[config.mk]
export PLATFORM = sky130hd
export DESIGN_NAME = le_config_loader_flat
export DESIGN_NICKNAME = d
export VERILOG_FILES = /design/src/rtl/le_config_loader_if.sv /design/src/rtl/le_config_loader.sv /design/src/flat_wrapper.sv
export SDC_FILE = /design/constraint.sdc
export NUM_CORES = 1
export LEC_CHECK = 0
export CAP_MARGIN = 5
export CORE_AREA = 5 5 133 135
export DETAILED_ROUTE_END_ITERATION = 16
export DIE_AREA = 0 0 138 140
export HOLD_SLACK_MARGIN = 0.05
export MAX_ROUTING_LAYER = met4
export PLACE_DENSITY_LB_ADDON = 0.2
export SLEW_MARGIN = 0
export SYNTH_ARGS = -nofsm -noshare
export SYNTH_HDL_FRONTEND = slang
export SYNTH_SLANG_ARGS = --single-unit
export TNS_END_PERCENT = 20
[constraint.sdc]
create_clock -name clk -period 3.4 [get_ports clk]
set_input_delay 0.68 -clock clk [delete_from_list [all_inputs] [get_ports clk]]
set_output_delay 0.68 -clock clk [all_outputs]
set_load 0.005 [all_outputs]
[src/rtl/le_config_loader_if.sv]
// Serial bitstream handshake between a configuration source and the loader.
// The source drives bit_in/bit_valid; the loader answers with bit_ready.
interface le_config_loader_if;
  logic bit_in;
  logic bit_valid;
  logic bit_ready;

  modport master (
    output bit_in,
    output bit_valid,
    input  bit_ready
  );

  modport slave (
    input  bit_in,
    input  bit_valid,
    output bit_ready
  );
endinterface

[src/rtl/le_config_loader.sv]
// Logic-element configuration loader.
// Hunts for the 8'hA5 sync byte in a serial bitstream, shifts TOTAL payload
// bits into a shadow register, checks an even-XOR parity bit, and only then
// copies the shadow into config_out in a single edge.
//
// state   | meaning
// --------+-----------------------------------------------------------
// S_IDLE  | no session; waiting for start
// S_SYNC  | sliding 8-bit window searching for 8'hA5
// S_LOAD  | shifting payload bits into the shadow register
// S_CHECK | next accepted bit is the parity bit
// S_DONE  | last session committed; config_out is valid
// S_ERR   | last session failed parity; error held until start
module le_config_loader #(
  parameter  int LUT_SIZE   = 16,
  parameter  int NUM_LE     = 4,
  localparam int FRAME_BITS = LUT_SIZE + 1,
  localparam int TOTAL      = NUM_LE * FRAME_BITS
) (
  input  logic                 clk,
  input  logic                 nrst,
  input  logic                 start,
  input  logic                 abort,
  le_config_loader_if.slave    bs,
  output logic [TOTAL-1:0]     config_out,
  output logic                 cfg_valid,
  output logic                 busy,
  output logic                 done,
  output logic                 error
);

  localparam int CW = $clog2(TOTAL + 1);
  localparam logic [7:0] SYNC_WORD = 8'hA5;

  typedef enum logic [2:0] {
    S_IDLE  = 3'd0,
    S_SYNC  = 3'd1,
    S_LOAD  = 3'd2,
    S_CHECK = 3'd3,
    S_DONE  = 3'd4,
    S_ERR   = 3'd5
  } state_t;

  state_t           state_q,     state_d;
  logic [7:0]       window_q,    window_d;
  logic [TOTAL-1:0] shadow_q,    shadow_d;
  logic [TOTAL-1:0] config_q,    config_d;
  logic [CW-1:0]    cnt_q,       cnt_d;
  logic             parity_q,    parity_d;
  logic             cfg_valid_q, cfg_valid_d;
  logic             busy_q,      busy_d;
  logic             done_q,      done_d;
  logic             error_q,     error_d;

  logic             accept;
  logic [7:0]       window_shift;

  // bit_ready is the registered busy flag, so a transfer is simply valid while busy
  assign accept       = bs.bit_valid && busy_q;
  assign window_shift = {window_q[6:0], bs.bit_in};

  // Next-state and datapath: start/abort handling, sync hunt, payload shift, parity commit
  always_comb begin
    state_d     = state_q;
    window_d    = window_q;
    shadow_d    = shadow_q;
    config_d    = config_q;
    cnt_d       = cnt_q;
    parity_d    = parity_q;
    cfg_valid_d = cfg_valid_q;
    error_d     = error_q;
    done_d      = 1'b0;

    if (busy_q && abort) begin
      // abort wins over any transfer in the same cycle; committed config is untouched
      state_d  = S_IDLE;
      window_d = '0;
      shadow_d = '0;
      cnt_d    = '0;
      parity_d = 1'b0;
    end else begin
      case (state_q)
        S_IDLE, S_DONE, S_ERR: begin
          if (start) begin
            state_d     = S_SYNC;
            cfg_valid_d = 1'b0;
            error_d     = 1'b0;
            window_d    = '0;
            shadow_d    = '0;
            cnt_d       = '0;
            parity_d    = 1'b0;
          end
        end

        S_SYNC: begin
          if (accept) begin
            window_d = window_shift;
            if (window_shift == SYNC_WORD) begin
              state_d  = S_LOAD;
              cnt_d    = CW'(TOTAL);
              parity_d = 1'b0;
            end
          end
        end

        S_LOAD: begin
          if (accept) begin
            shadow_d = {shadow_q[TOTAL-2:0], bs.bit_in};
            parity_d = parity_q ^ bs.bit_in;
            cnt_d    = cnt_q - CW'(1);
            if (cnt_q == CW'(1)) begin
              state_d = S_CHECK;
            end
          end
        end

        S_CHECK: begin
          if (accept) begin
            if (bs.bit_in == parity_q) begin
              config_d    = shadow_q;
              cfg_valid_d = 1'b1;
              done_d      = 1'b1;
              state_d     = S_DONE;
            end else begin
              error_d = 1'b1;
              state_d = S_ERR;
            end
          end
        end

        default: state_d = S_IDLE;
      endcase
    end

    busy_d = (state_d == S_SYNC) || (state_d == S_LOAD) || (state_d == S_CHECK);
  end

  // State and output registers; async reset abandons any session with no pulse
  always_ff @(posedge clk or negedge nrst) begin
    if (!nrst) begin
      state_q     <= S_IDLE;
      window_q    <= '0;
      shadow_q    <= '0;
      config_q    <= '0;
      cnt_q       <= '0;
      parity_q    <= 1'b0;
      cfg_valid_q <= 1'b0;
      busy_q      <= 1'b0;
      done_q      <= 1'b0;
      error_q     <= 1'b0;
    end else begin
      state_q     <= state_d;
      window_q    <= window_d;
      shadow_q    <= shadow_d;
      config_q    <= config_d;
      cnt_q       <= cnt_d;
      parity_q    <= parity_d;
      cfg_valid_q <= cfg_valid_d;
      busy_q      <= busy_d;
      done_q      <= done_d;
      error_q     <= error_d;
    end
  end

  assign bs.bit_ready = busy_q;
  assign busy         = busy_q;
  assign config_out   = config_q;
  assign cfg_valid    = cfg_valid_q;
  assign done         = done_q;
  assign error        = error_q;

endmodule

[src/flat_wrapper.sv]
// flat-port wrapper written by rule: the top's interface ports become plain ports
module le_config_loader_flat 
#(
  parameter  int LUT_SIZE   = 16,
  parameter  int NUM_LE     = 4,
  localparam int FRAME_BITS = LUT_SIZE + 1,
  localparam int TOTAL      = NUM_LE * FRAME_BITS
)
  (clk, nrst, start, abort, config_out, cfg_valid, busy, done, error, bs_bit_in, bs_bit_valid, bs_bit_ready);
  le_config_loader_if bs_i ();
  input  logic clk;
  input  logic nrst;
  input  logic start;
  input  logic abort;
  output logic [TOTAL-1:0] config_out;
  output logic cfg_valid;
  output logic busy;
  output logic done;
  output logic error;
  input wire logic [$bits(bs_i.bit_in)-1:0] bs_bit_in;
  input wire logic [$bits(bs_i.bit_valid)-1:0] bs_bit_valid;
  output wire logic [$bits(bs_i.bit_ready)-1:0] bs_bit_ready;
  assign bs_i.bit_in = bs_bit_in;
  assign bs_i.bit_valid = bs_bit_valid;
  assign bs_bit_ready = bs_i.bit_ready;
  le_config_loader #(.LUT_SIZE(LUT_SIZE), .NUM_LE(NUM_LE)) u_core (.clk(clk), .nrst(nrst), .start(start), .abort(abort), .bs(bs_i), .config_out(config_out), .cfg_valid(cfg_valid), .busy(busy), .done(done), .error(error));
endmodule
# --- After elaboration in Yosys (flattened, before gate mapping) ---
# Cells that the tools add are included.
word_totals:
  regBits: 158
  input_bits: 6
  output_inout_bits: 73
op_classes:
  add_sub_neg: 1
  bitwise_logic: 2
  n_mux: 39
  n_reduce_logical: 16
  n_eq_ne: 19
op_table:
  columns: ["operator", "count"]
  rows:
  - ["$mux W68", 3]
  - ["$pmux W68 S2", 1]
  - ["$mux W7", 8]
  - ["$mux W3", 7]
  - ["$pmux W7 S3", 1]
  - ["$reduce_and A5 Y1", 3]
  - ["$mux W1", 14]
  - ["$pmux W7 S2", 1]
  - ["$eq A3 B2 Y1 const B", 4]
  - ["$pmux W3 S4", 1]
  - ["$ne A3 B1 Y1 const B", 3]
  - ["$eq A8 B8 Y1 const B", 1]
  - ["$eq A7 B1 Y1 const B", 1]
  - ["$sub A7 B1 Y7 const B", 1]
  - ["$eq A3 B1 Y1 const B", 2]
  - ["$eq A3 B3 Y1 const B", 2]
  - ["$reduce_and A3 Y1", 2]
  - ["$reduce_bool A3 Y1", 2]
  - ["$ne A2 B1 Y1 const B", 2]
  - ["$ne A2 B2 Y1 const B", 2]
  - ["$pmux W1 S2", 2]
  - ["$reduce_and A4 Y1", 1]
  - ["$reduce_bool A4 Y1", 1]
  - ["$logic_not A3 Y1", 1]
  - ["9 further kinds", 11]

# --- Logic depth before layout (Yosys ltp) ---
# Gate-level depths: netlist of the first run.
logic_depth:
  word_depth: 8
  ltp_mapped: 8
  ltp_nobuf: 7

# --- Least setup slack after synthesis of the first run ---
# No wires, ideal clock.
synth_path:
  kind: "input -> register"
  startpoint: "input bs_bit_in"
  endpoint: "register u_core.config_q[58] (netlist: u_core.config_out[58])"
  required_time_ns: 3.275
  t_arrival_ns: 2.117
  n_path_buf: 3
  setup_slack_ns: 1.158
  cell_stages: 7
  path_cell_list: "xnor2_1 -> nand3_1 -> or4_1 -> buf_2 -> buf_6 -> buf_8 -> mux2_4"
synth_between:
  elab_chain_len: 2
synth_lines:
  columns: ["item", "line", "rtl"]
  rows:
  - ["start: declaration", "flat_wrapper.sv:20", "input wire logic [$bits(bs_i.bit_in)-1:0] bs_bit_in;"]
  - ["$eq A1 B1 Y1", "le_config_loader.sv:119", "if (bs.bit_in == parity_q) begin"]
  - ["$reduce_and A4 Y1 (no source line)", null, null]
  - ["end signal: assignment", "le_config_loader.sv:155", "config_q <= config_d;"]
  - ["end: declaration", "le_config_loader.sv:47", "logic [TOTAL-1:0] config_q, config_d;"]
# Every way passes these cells.
# A chain may end at the register's enable or synchronous reset.

# --- Final worst setup path of the first run ---
layout_path:
  startpoint: "input bs_bit_in"
  endpoint: "register u_core.config_q[66] (netlist: u_core.config_out[66])"
# The elaborated chain is that of the path after synthesis.

==> results_tabular.tex, run 1 <==
\begin{tabular}{lr}
\hline
Metric & Value \\
\hline
\multicolumn{2}{l}{\textbf{Timing}} \\
Count of endpoints failing setup in the final report & 0 \\
Fin Setup TNS & 0 ps \\
Final hold violation count & 0 \\
Maximum clock skew at final layout & approximately 9 ps \\
Max-slew violation count & 0 \\
Slew at the pin closest to its max-slew limit & 718 ps \\
Worst relative slew slack & 0.519 \\
Minimum period implied by the final worst setup slack & 2550 ps \\
RSZ-0062 raised after global routing & false \\
Peak Freq & 392 MHz \\
Final period util & 0.749 \\
\multicolumn{2}{l}{\textbf{Floorplanning}} \\
Number of ports placed on the die boundary & 79 \\
Die extent in y & 140 um \\
Area enclosed by the die boundary & between 15000 and 20000 um\^{}2 \\
Horizontal die dimension & 138 um \\
Site row count & 47 \\
Total core area & 16300 um\^{}2 \\
Effective utilization at floorplan & 0.394 \\
\multicolumn{2}{l}{\textbf{Synthesis}} \\
Number of synthesized flops with an enable pin & 0 \\
Dominant cell type by area after synthesis & sky130\_fd\_sc\_hd\_\_dfrtp\_1 \\
Synth Warn \# & 0 \\
Register area share after synthesis & 0.614 \\
Most numerous cell in the Yosys netlist & sky130\_fd\_sc\_hd\_\_nand2\_1 \\
Synth Register Bits & 158 \\
Area share of the largest cell type after synthesis & 0.614 \\
Most common library cells after synthesis & sky130\_fd\_sc\_hd\_\_nand2\_1, sky130\_fd\_sc\_hd\_\_dfrtp\_1, sky130\_fd\_sc\_hd\_\_o21ai\_0, sky130\_fd\_sc\_hd\_\_mux2\_2, sky130\_fd\_sc\_hd\_\_clkbuf\_1 \\
Unique masters post-synth & 36 \\
Dominant synthesized flop cell & sky130\_fd\_sc\_hd\_\_dfrtp\_1 \\
Instance count of the mapped netlist & 591 \\
Largest cells by area after synthesis & sky130\_fd\_sc\_hd\_\_dfrtp\_1, sky130\_fd\_sc\_hd\_\_mux2\_2, sky130\_fd\_sc\_hd\_\_nand2\_1, sky130\_fd\_sc\_hd\_\_o21ai\_0, sky130\_fd\_sc\_hd\_\_mux2\_4 \\
Synthesized netlist net count & roughly 600 \\
Post-synthesis area per instance & around 11 um\^{}2 \\
Synthesized area & $\sim$6400 um\^{}2 \\
Fraction of registers with async set or reset after synthesis & 1.00 \\
\multicolumn{2}{l}{\textbf{Layout}} \\
Storage element area & 3950 um\^{}2 \\
Net count, final & 666 \\
Layout overhead on the synthesized area & 25.9\% \\
Share of layout cells above drive strength 1 & 0.170 \\
Antenna cell count & 0 \\
Multi-input combinational cell area & 2300 um\^{}2 \\
Area of all placed cells without fillers & 8110 um\^{}2 \\
Filler cell count in the final layout & 1524 \\
\multicolumn{2}{l}{\textbf{Global route}} \\
Global-route wire length before repair & roughly 23 mm \\
Maximum number of pins on one net before global-route repair & 113 \\
Vias in the first global route & 4433 \\
Aggregate global routing overflow & 0 \\
Initial antenna violation count & 0 \\
GRT Total Usage & 0.146 \\
\multicolumn{2}{l}{\textbf{Pwr}} \\
Internal Pwr Total & between 0.003 and 0.004 W \\
Power share of the sequential group & 0.421 \\
Proportion of power drawn by combinational gates & 0.117 \\
Leak & 3.65 nW \\
Peak supply drop & 0.331 mV \\
Clock Power Share & 0.462 \\
Power density relative to cell area & 580 nW/um\^{}2 \\
Switch share & 0.257 \\
Switching pwr & 0.00121 W \\
Post-layout power & around 0.0047 W \\
\multicolumn{2}{l}{\textbf{Clocking}} \\
Number of levels in the clock H-tree & 4 \\
Hold Buf Count CTS & 0 \\
Insertion delay to the later sink of the worst-skew pair & 420 ps \\
\# Post-CTS Setup Buffers & 0 \\
Clock sink count & 158 \\
Clock transition time at the flip-flop clock pins of the worst setup and hold paths & 60 ps \\
Clock tree root driver cell & sky130\_fd\_sc\_hd\_\_clkbuf\_16 \\
Number of CTS-inserted buffers & 17 \\
Clock tree from TritonCTS & done \\
\# resized after CTS & 0 \\
Clk buf depth & 2 \\
\multicolumn{2}{l}{\textbf{Placement}} \\
Weighted congestion reported at the end of routability-driven placement & 0.787 \\
Post-DP HPWL & between 8 and 9 mm \\
Port buffer count & between 70 and 80 \\
Placed inst area & around 7400 um\^{}2 \\
\multicolumn{2}{l}{\textbf{Critical path}} \\
Type of the worst setup path & in -> reg \\
Worst Setup Start Kind & input pin \\
Standard cell with the maximum stage delay on the critical path & sky130\_fd\_sc\_hd\_\_clkdlybuf4s50\_1 \\
Worst EP arrival & $\sim$2900 ps \\
Slowest Stage Delay on Critical Path & 520 ps \\
Crit-path cells & clkdlybuf4s50\_1 -> xnor2\_1 -> nand3\_1 -> or4\_4 -> buf\_4 -> mux2\_4 \\
Crit path capture type & flop \\
Top fanout value on the critical path & 36 \\
Required time of the worst setup path & 3700 ps \\
\multicolumn{2}{l}{\textbf{Worst hold path}} \\
Tightest Hold Check Type & in -> async \\
\multicolumn{2}{l}{\textbf{Detailed routing}} \\
DR vias & approximately 4300 \\
Pre-Repair DR Iteration Count & 4 \\
Wire per inst & approximately 15 um \\
Total wire length & 13.0 mm \\
Final routed DRC violation total & 0 \\
DRC marker count from the first detailed-route iteration & roughly 260 \\
Vias per cell & 4.85 \\
Remaining antenna violation count & 0 \\
\multicolumn{2}{l}{\textbf{Outcome}} \\
Outcome & complete, no violations \\
\multicolumn{2}{l}{\textbf{Flow run}} \\
Reported max-cap violation count & 0 \\
\hline
\end{tabular}
[logic make-up after synthesis]
| family | after synthesis | share of synthesized area |
|---|---|---|
| flip-flops | 158 | 0.614 |
| AO/OA/AOI/OAI | 112 | 0.0930 |
| AND/OR/NAND/NOR | 205 | 0.131 |
| multiplexers | 69 | 0.126 |
| buffers and inverters | 44 | 0.0317 |
| XOR/XNOR | 1 | 0.00136 |
| adder cells (fa/ha/maj) | 2 | 0.00388 |
[flip-flops by register name (all words and copies together), names as in the netlist]
signal / flops
u_core.config_out: 68
u_core.shadow_q: 68
u_core.cnt_q: 7
u_core.window_q: 7
u_core.state_q: 3
u_core.bs.bit_ready: 1
u_core.cfg_valid: 1
u_core.done: 1
u_core.error: 1
u_core.parity_q: 1
[final cells by class]
class                      instances  area share
clock buffer                      19      0.0558
clock inverter                    13      0.0290
inverter                           5     0.00231
multi-input combinational        389       0.284
sequential                       158       0.487
tap                              220      0.0339
timing repair buffer              87       0.108
[cell usage in the layout (no fill, tap or decap), types with 2 or more instances in the layout]
cell                                n
sky130_fd_sc_hd__mux2_2            59
sky130_fd_sc_hd__nor2_1            15
sky130_fd_sc_hd__buf_12             2
sky130_fd_sc_hd__nor3b_1            2
sky130_fd_sc_hd__buf_4              7
sky130_fd_sc_hd__ha_1               2
sky130_fd_sc_hd__nand2b_1           5
sky130_fd_sc_hd__o21ai_0           89
sky130_fd_sc_hd__a31oi_1            4
sky130_fd_sc_hd__clkbuf_16         17
sky130_fd_sc_hd__clkbuf_8           2
sky130_fd_sc_hd__inv_1              5
sky130_fd_sc_hd__nor4_1             3
sky130_fd_sc_hd__nand3_1            4
sky130_fd_sc_hd__nand2_1          161
sky130_fd_sc_hd__clkinv_4           3
sky130_fd_sc_hd__bufinv_16          6
sky130_fd_sc_hd__clkinv_2           2
sky130_fd_sc_hd__nor2b_1            2
sky130_fd_sc_hd__o31ai_1            3
sky130_fd_sc_hd__or4bb_1            2
sky130_fd_sc_hd__nor3_1             7
sky130_fd_sc_hd__clkdlybuf4s50_1   77
sky130_fd_sc_hd__mux2_4             9
sky130_fd_sc_hd__dfrtp_1          158
sky130_fd_sc_hd__a21oi_1            8
[routing by layer]
layer	vias up	share of wire	track usage
met5	-	0	-
met4	0	0.013	0.0515
met3	16	0.042	0.0409
li1	2135	-	-
met1	2087	0.46	0.186
met2	87	0.48	0.225
[per-stage QoR]
stage | utilization | hold slack, ps | instances | setup slack (ps)
floorplan | - | 384 | 591 | 1160
global placement | 0.454 | 461 | 859 | 516
detailed placement | 0.454 | 487 | 859 | 438
CTS | 0.496 | 238 | 891 | 860
global route | 0.496 | 263 | 891 | 662
finish | 0.496 | 227 | 891 | 852
[worst max-delay path, delay by kind of cell]
kind / cells / cell delay (ps)
xor+xnor: 1 / 330
buf+inv: 2 / 830
mux: 1 / 350
simple gates: 2 / 630
[power groups by stage]
stage          sequential (W)  combinational [W]  clock [W]
6_report              0.00198           0.000550    0.00218
5_1_grt               0.00199           0.000633    0.00232
4_1_cts               0.00198           0.000559    0.00223
3_5_place_dp          0.00201           0.000558          0
3_3_place_gp          0.00201           0.000540          0
2_1_floorplan         0.00198           0.000409          0
[path summary, 6_finish.rpt]
check	startpoint	endpoint	slack (ps)	cells after the start
max reg2reg	u_core.state_q[1]	u_core.shadow_q[32]	1120	5
min	nrst	u_core.config_out[14]	230	1
max in group asynchronous	nrst	u_core.config_out[6]	2340	2
max	bs_bit_in	u_core.config_out[66]	850	6
min reg2reg	u_core.shadow_q[13]	u_core.shadow_q[13]	500	2
min in group clk	u_core.shadow_q[13]	u_core.shadow_q[13]	500	2
No activity file was read; power rests on OpenSTA's default activity.
==> run 2: changes to the inputs <==
- clock period: 3.4 -> 2.48 ns (I/O delays scaled with it)
==> results_tabular.tex, run 2 (synthesis gave the netlist of run 1 again) <==
\begin{tabular}{lr}
\hline
Metric & Value \\
\hline
\multicolumn{2}{l}{\textbf{Detailed routing}} \\
Total wire length & 13.0 mm \\
Wire per inst & 14.5 um \\
DR vias & 4362 \\
Final routed DRC violation total & 0 \\
Vias per cell & 4.86 \\
Pre-Repair DR Iteration Count & 4 \\
DRC marker count from the first detailed-route iteration & 237 \\
Remaining antenna violation count & 0 \\
\multicolumn{2}{l}{\textbf{Global route}} \\
Global-route wire length before repair & 22.6 mm \\
Vias in the first global route & $\sim$4400 \\
Initial antenna violation count & 0 \\
Aggregate global routing overflow & 0 \\
GRT Total Usage & 0.146 \\
Maximum number of pins on one net before global-route repair & just over 80 \\
\multicolumn{2}{l}{\textbf{Critical path}} \\
Critical R2R Capture & u\_core.config\_out[59] \\
Critical path buffer and inverter count & 2 \\
Type of the worst setup path & reg -> reg \\
Worst EP arrival & 2430 ps \\
Reg2reg setup slack & 350 ps \\
Top fanout value on the critical path & 16 \\
Gate family responsible for the most delay along the worst path & simple AND/OR/NAND/NOR gates \\
Slowest Stage Delay on Critical Path & between 600 and 700 ps \\
Required time of the worst setup path & 2780 ps \\
Worst Setup Start Kind & flop \\
Standard cell with the maximum stage delay on the critical path & sky130\_fd\_sc\_hd\_\_or4\_4 \\
R2R depth & 4 \\
R2r startpoint & u\_core.state\_q[1] \\
Crit path capture type & flop \\
Crit-path cells & inv\_1 -> or4\_4 -> buf\_4 -> mux2\_4 \\
\multicolumn{2}{l}{\textbf{Clocking}} \\
Insertion delay to the later sink of the worst-skew pair & 420 ps \\
Clock transition time at the flip-flop clock pins of the worst setup and hold paths & 60 ps \\
Clock sink count & 158 \\
Number of CTS-inserted buffers & 17 \\
Hold Buf Count CTS & 0 \\
Clock tree from TritonCTS & done \\
Clock tree root driver cell & sky130\_fd\_sc\_hd\_\_clkbuf\_16 \\
Number of levels in the clock H-tree & 4 \\
Clk buf depth & 2 \\
\# Post-CTS Setup Buffers & 0 \\
\# resized after CTS & 0 \\
\multicolumn{2}{l}{\textbf{Layout}} \\
Storage element area & 3950 um\^{}2 \\
Net count, final & 673 \\
Filler cell count in the final layout & 1499 \\
Multi-input combinational cell area & approximately 2300 um\^{}2 \\
Most frequent cells in the layout & sky130\_fd\_sc\_hd\_\_nand2\_1, sky130\_fd\_sc\_hd\_\_dfrtp\_1, sky130\_fd\_sc\_hd\_\_o21ai\_0 \\
Antenna cell count & 0 \\
Share of layout cells above drive strength 1 & 0.176 \\
Layout Cells excl Fill & between 800 and 900 \\
Layout overhead on the synthesized area & 27.0\% \\
Most common cell after layout, fill and taps aside & sky130\_fd\_sc\_hd\_\_nand2\_1 \\
\multicolumn{2}{l}{\textbf{Flow run}} \\
Reported max-cap violation count & 0 \\
\multicolumn{2}{l}{\textbf{Floorplanning}} \\
Site row count & 47 \\
Die extent in y & 140 um \\
Area enclosed by the die boundary & $\sim$19000 um\^{}2 \\
Effective utilization at floorplan & 0.394 \\
Horizontal die dimension & 138 um \\
Number of ports placed on the die boundary & 79 \\
Total core area & 16300 um\^{}2 \\
\multicolumn{2}{l}{\textbf{Timing}} \\
Count of endpoints failing setup in the final report & 0 \\
Final period util & 0.859 \\
Slew at the pin closest to its max-slew limit & 687 ps \\
Maximum clock skew at final layout & 7.62 ps \\
Minimum period implied by the final worst setup slack & 2130 ps \\
Peak Freq & 470 MHz \\
Worst relative slew slack & 0.540 \\
RSZ-0062 raised after global routing & false \\
Final hold violation count & 0 \\
Max-slew violation count & 0 \\
Crit path setup slack, layout & 351 ps \\
\multicolumn{2}{l}{\textbf{Placement}} \\
Post-DP HPWL & roughly 8.6 mm \\
Port buffer count & 78 \\
Number of cells in the design after placement & 866 \\
Setup slack at placement & -40.9 ps \\
Weighted congestion reported at the end of routability-driven placement & 0.847 \\
\multicolumn{2}{l}{\textbf{Pwr}} \\
Peak supply drop & 0.563 mV \\
Power density relative to cell area & 772 nW/um\^{}2 \\
Leak & about 3.7 nW \\
\multicolumn{2}{l}{\textbf{Worst hold path}} \\
Tightest Hold Check Type & in -> async \\
\multicolumn{2}{l}{\textbf{Outcome}} \\
Outcome & complete, no violations \\
\hline
\end{tabular}
[run 2: layout make-up]
type                       count  share of cell area
multi-input combinational    389               0.281
timing repair buffer          94               0.121
inverter                       5             0.00229
clock inverter                 9              0.0188
tap                          220              0.0336
clock buffer                  23              0.0596
sequential                   158               0.483
[run 2: routing by layer]
layer	track usage	up-vias	part of all wire
met3	0.0375	17	0.037
met5	-	-	0
met2	0.224	87	0.47
met1	0.187	2118	0.48
met4	0.0582	0	0.016
li1	-	2140	-
[run 2: power breakdown]
group | total [W] | leakage (nW) | internal (W) | switching, W
clock | 0.00282 | 0.310 | 0.00179 | 0.00103
sequential | 0.00272 | 2.20 | 0.00263 | 0.0000840
combinational | 0.000780 | 1.17 | 0.000235 | 0.000546
total | 0.00632 | 3.68 | 0.00466 | 0.00166
[run 2: worst max-delay path by stage]
stage | start | to | slack (ps) | cells past startpoint
CTS | u_core.state_q[1] | u_core.config_out[61] | 370 | 4
global route | bs_bit_in | u_core.cnt_q[3] | 250 | 6
global placement | bs_bit_in | u_core.config_out[58] | 40 | 6
finish | u_core.state_q[1] | u_core.config_out[59] | 350 | 4
detailed placement | bs_bit_in | u_core.cnt_q[2] | -40 | 6
floorplan | bs_bit_in | u_core.config_out[58] | 420 | 7
[run 2: per-stage QoR]
stage	util	hold slack, ps	TNS, ps	instance area (um^2)	total power, W
4_1_cts	0.501	55.1	0	8180	0.00638
5_1_grt	0.501	80.4	0	8180	0.00659
2_1_floorplan	-	200	0	6440	0.00327
3_3_place_gp	0.461	457	0	7540	0.00353
6_report	0.501	38.3	0	8180	0.00632
3_5_place_dp	0.461	481	-63.8	7540	0.00355
==> run 3: changes to the inputs <==
- CAP_MARGIN: 5 -> 40
- CORE_AREA: 5 5 133 135 -> 5 5 128 142
- CTS_CLUSTER_DIAMETER: not set -> 100
- DIE_AREA: 0 0 138 140 -> 0 0 133 147
==> results_tabular.tex, run 3 (synthesis gave the netlist of run 1 again) <==
\begin{tabular}{lr}
\hline
Metric & Value \\
\hline
\multicolumn{2}{l}{\textbf{Layout}} \\
Net count, final & just under 700 \\
Multi-input combinational cell area & approximately 2300 um\^{}2 \\
Layout Cells excl Fill & 887 \\
Area of all placed cells without fillers & 8140 um\^{}2 \\
Antenna cell count & 0 \\
Fin util & 0.487 \\
Share of layout cells above drive strength 1 & 0.175 \\
Layout overhead on the synthesized area & 26.3\% \\
Filler cell count in the final layout & 1496 \\
Storage element area & 3950 um\^{}2 \\
Most common cell after layout, fill and taps aside & sky130\_fd\_sc\_hd\_\_nand2\_1 \\
Most frequent cells in the layout & sky130\_fd\_sc\_hd\_\_nand2\_1, sky130\_fd\_sc\_hd\_\_dfrtp\_1, sky130\_fd\_sc\_hd\_\_o21ai\_0 \\
\multicolumn{2}{l}{\textbf{Critical path}} \\
Top fanout value on the critical path & 11 \\
Critical path buffer and inverter count & 1 \\
Worst Setup Start Kind & flop \\
Slowest Stage Delay on Critical Path & slightly below 600 ps \\
Type of the worst setup path & reg -> out \\
Standard cell with the maximum stage delay on the critical path & sky130\_fd\_sc\_hd\_\_clkdlybuf4s50\_1 \\
Crit-path cells & clkdlybuf4s50\_1 \\
Required time of the worst setup path & 1980 ps \\
Crit path capture type & output pin \\
Worst EP arrival & $\sim$1600 ps \\
Gate family responsible for the most delay along the worst path & buffers and inverters \\
\multicolumn{2}{l}{\textbf{Detailed routing}} \\
Pre-Repair DR Iteration Count & 4 \\
Max Used Layer & met4 \\
DRC marker count from the first detailed-route iteration & between 300 and 400 \\
Total wire length & 13.0 mm \\
Remaining antenna violation count & 0 \\
DR vias & 4427 \\
Met2 wire len & between 6 and 7 mm \\
Amount of wire on met3 after detailed routing & 550 um \\
Vias per cell & 4.99 \\
Final routed DRC violation total & 0 \\
Met1 wire length & 5.98 mm \\
Wire per inst & 14.6 um \\
\multicolumn{2}{l}{\textbf{Global route}} \\
Vias in the first global route & 4489 \\
Global-route wire length before repair & 22.4 mm \\
Aggregate global routing overflow & 0 \\
Maximum number of pins on one net before global-route repair & 95 \\
Initial antenna violation count & 0 \\
GRT Total Usage & 0.144 \\
\multicolumn{2}{l}{\textbf{Clocking}} \\
Clk buf depth & 2 \\
Clock tree root driver cell & sky130\_fd\_sc\_hd\_\_clkbuf\_16 \\
Clock sink count & about 160 \\
Number of CTS-inserted buffers & 17 \\
Number of levels in the clock H-tree & 4 \\
Clock tree from TritonCTS & done \\
\# Post-CTS Setup Buffers & 0 \\
Insertion delay to the later sink of the worst-skew pair & between 400 and 500 ps \\
Clock transition time at the flip-flop clock pins of the worst setup and hold paths & 60 ps \\
\multicolumn{2}{l}{\textbf{Pwr}} \\
Power density relative to cell area & 754 nW/um\^{}2 \\
Peak supply drop & 0.374 mV \\
Leak & 3.66 nW \\
Post-layout power & 0.00613 W \\
\multicolumn{2}{l}{\textbf{Floorplanning}} \\
Site row count & 50 \\
Die extent in y & 147 um \\
Number of ports placed on the die boundary & 79 \\
Effective utilization at floorplan & 0.386 \\
Horizontal die dimension & 133 um \\
Total core area & between 15000 and 20000 um\^{}2 \\
Area enclosed by the die boundary & roughly 20000 um\^{}2 \\
\multicolumn{2}{l}{\textbf{Outcome}} \\
Outcome & complete, no violations \\
\multicolumn{2}{l}{\textbf{Timing}} \\
Worst relative slew slack & 0.531 \\
Minimum period implied by the final worst setup slack & 2070 ps \\
Slew at the pin closest to its max-slew limit & between 700 and 800 ps \\
Max-slew violation count & 0 \\
Maximum clock skew at final layout & 8.65 ps \\
Final period util & 0.834 \\
RSZ-0062 raised after global routing & false \\
Peak Freq & between 400 and 500 MHz \\
Count of endpoints failing setup in the final report & 0 \\
Final hold violation count & 0 \\
Fin Hold WS & 479 ps \\
\multicolumn{2}{l}{\textbf{Placement}} \\
Weighted congestion reported at the end of routability-driven placement & 0.790 \\
Port buffer count & 78 \\
Placed inst area & 7510 um\^{}2 \\
Post-DP HPWL & 8.46 mm \\
Number of cells in the design after placement & 854 \\
\multicolumn{2}{l}{\textbf{Flow run}} \\
Reported max-cap violation count & 0 \\
\multicolumn{2}{l}{\textbf{Worst hold path}} \\
Tightest Hold Check Type & reg -> reg \\
\hline
\end{tabular}
## run 3: path summary, 6_finish.rpt
check	depth (start not counted)	to	startpoint	slack, ps
worst min-delay path	2	u_core.shadow_q[67]	u_core.shadow_q[67]	480
max in group asynchronous	3	u_core.config_out[24]	nrst	1170
min in group asynchronous	2	u_core.state_q[1]	nrst	570
worst max-delay path	1	busy	u_core.bs.bit_ready	410
worst max register to register	4	u_core.config_out[7]	u_core.state_q[0]	520
worst min register to register	2	u_core.shadow_q[67]	u_core.shadow_q[67]	480
## run 3: layout make-up
cell class | count | area share
clock buffers | 25 | 0.0633
clock inverters | 7 | 0.0121
inverters | 5 | 0.00231
multi-input cells | 389 | 0.283
flip-flops and latches | 158 | 0.486
well taps | 208 | 0.0320
repair buffers | 95 | 0.121
## run 3: per-layer routing
layer,vias to the layer above,GRT usage
met5,-,-
met4,0,0.0468
met3,14,0.0438
met2,74,0.219
met1,2193,0.185
li1,2146,-
## run 3: stage by stage
step	setup TNS [ps]	setup WS, ps
2_1_floorplan	0	422
3_3_place_gp	0	12.6
3_5_place_dp	-2.50	-2.50
4_1_cts	0	414
5_1_grt	0	237
6_report	0	413
## run 3: what timing repair did
item,CTS,global route
resized for setup,0,0
hold buffers,1,0
endpoints found under the hold margin,43,0
## run 3: power by group
part / switching, W / total, W / internal (W)
registers: 0.0000831 / 0.00272 / 0.00264
clock network: 0.000987 / 0.00263 / 0.00165
logic: 0.000545 / 0.000782 / 0.000237
total: 0.00162 / 0.00613 / 0.00452
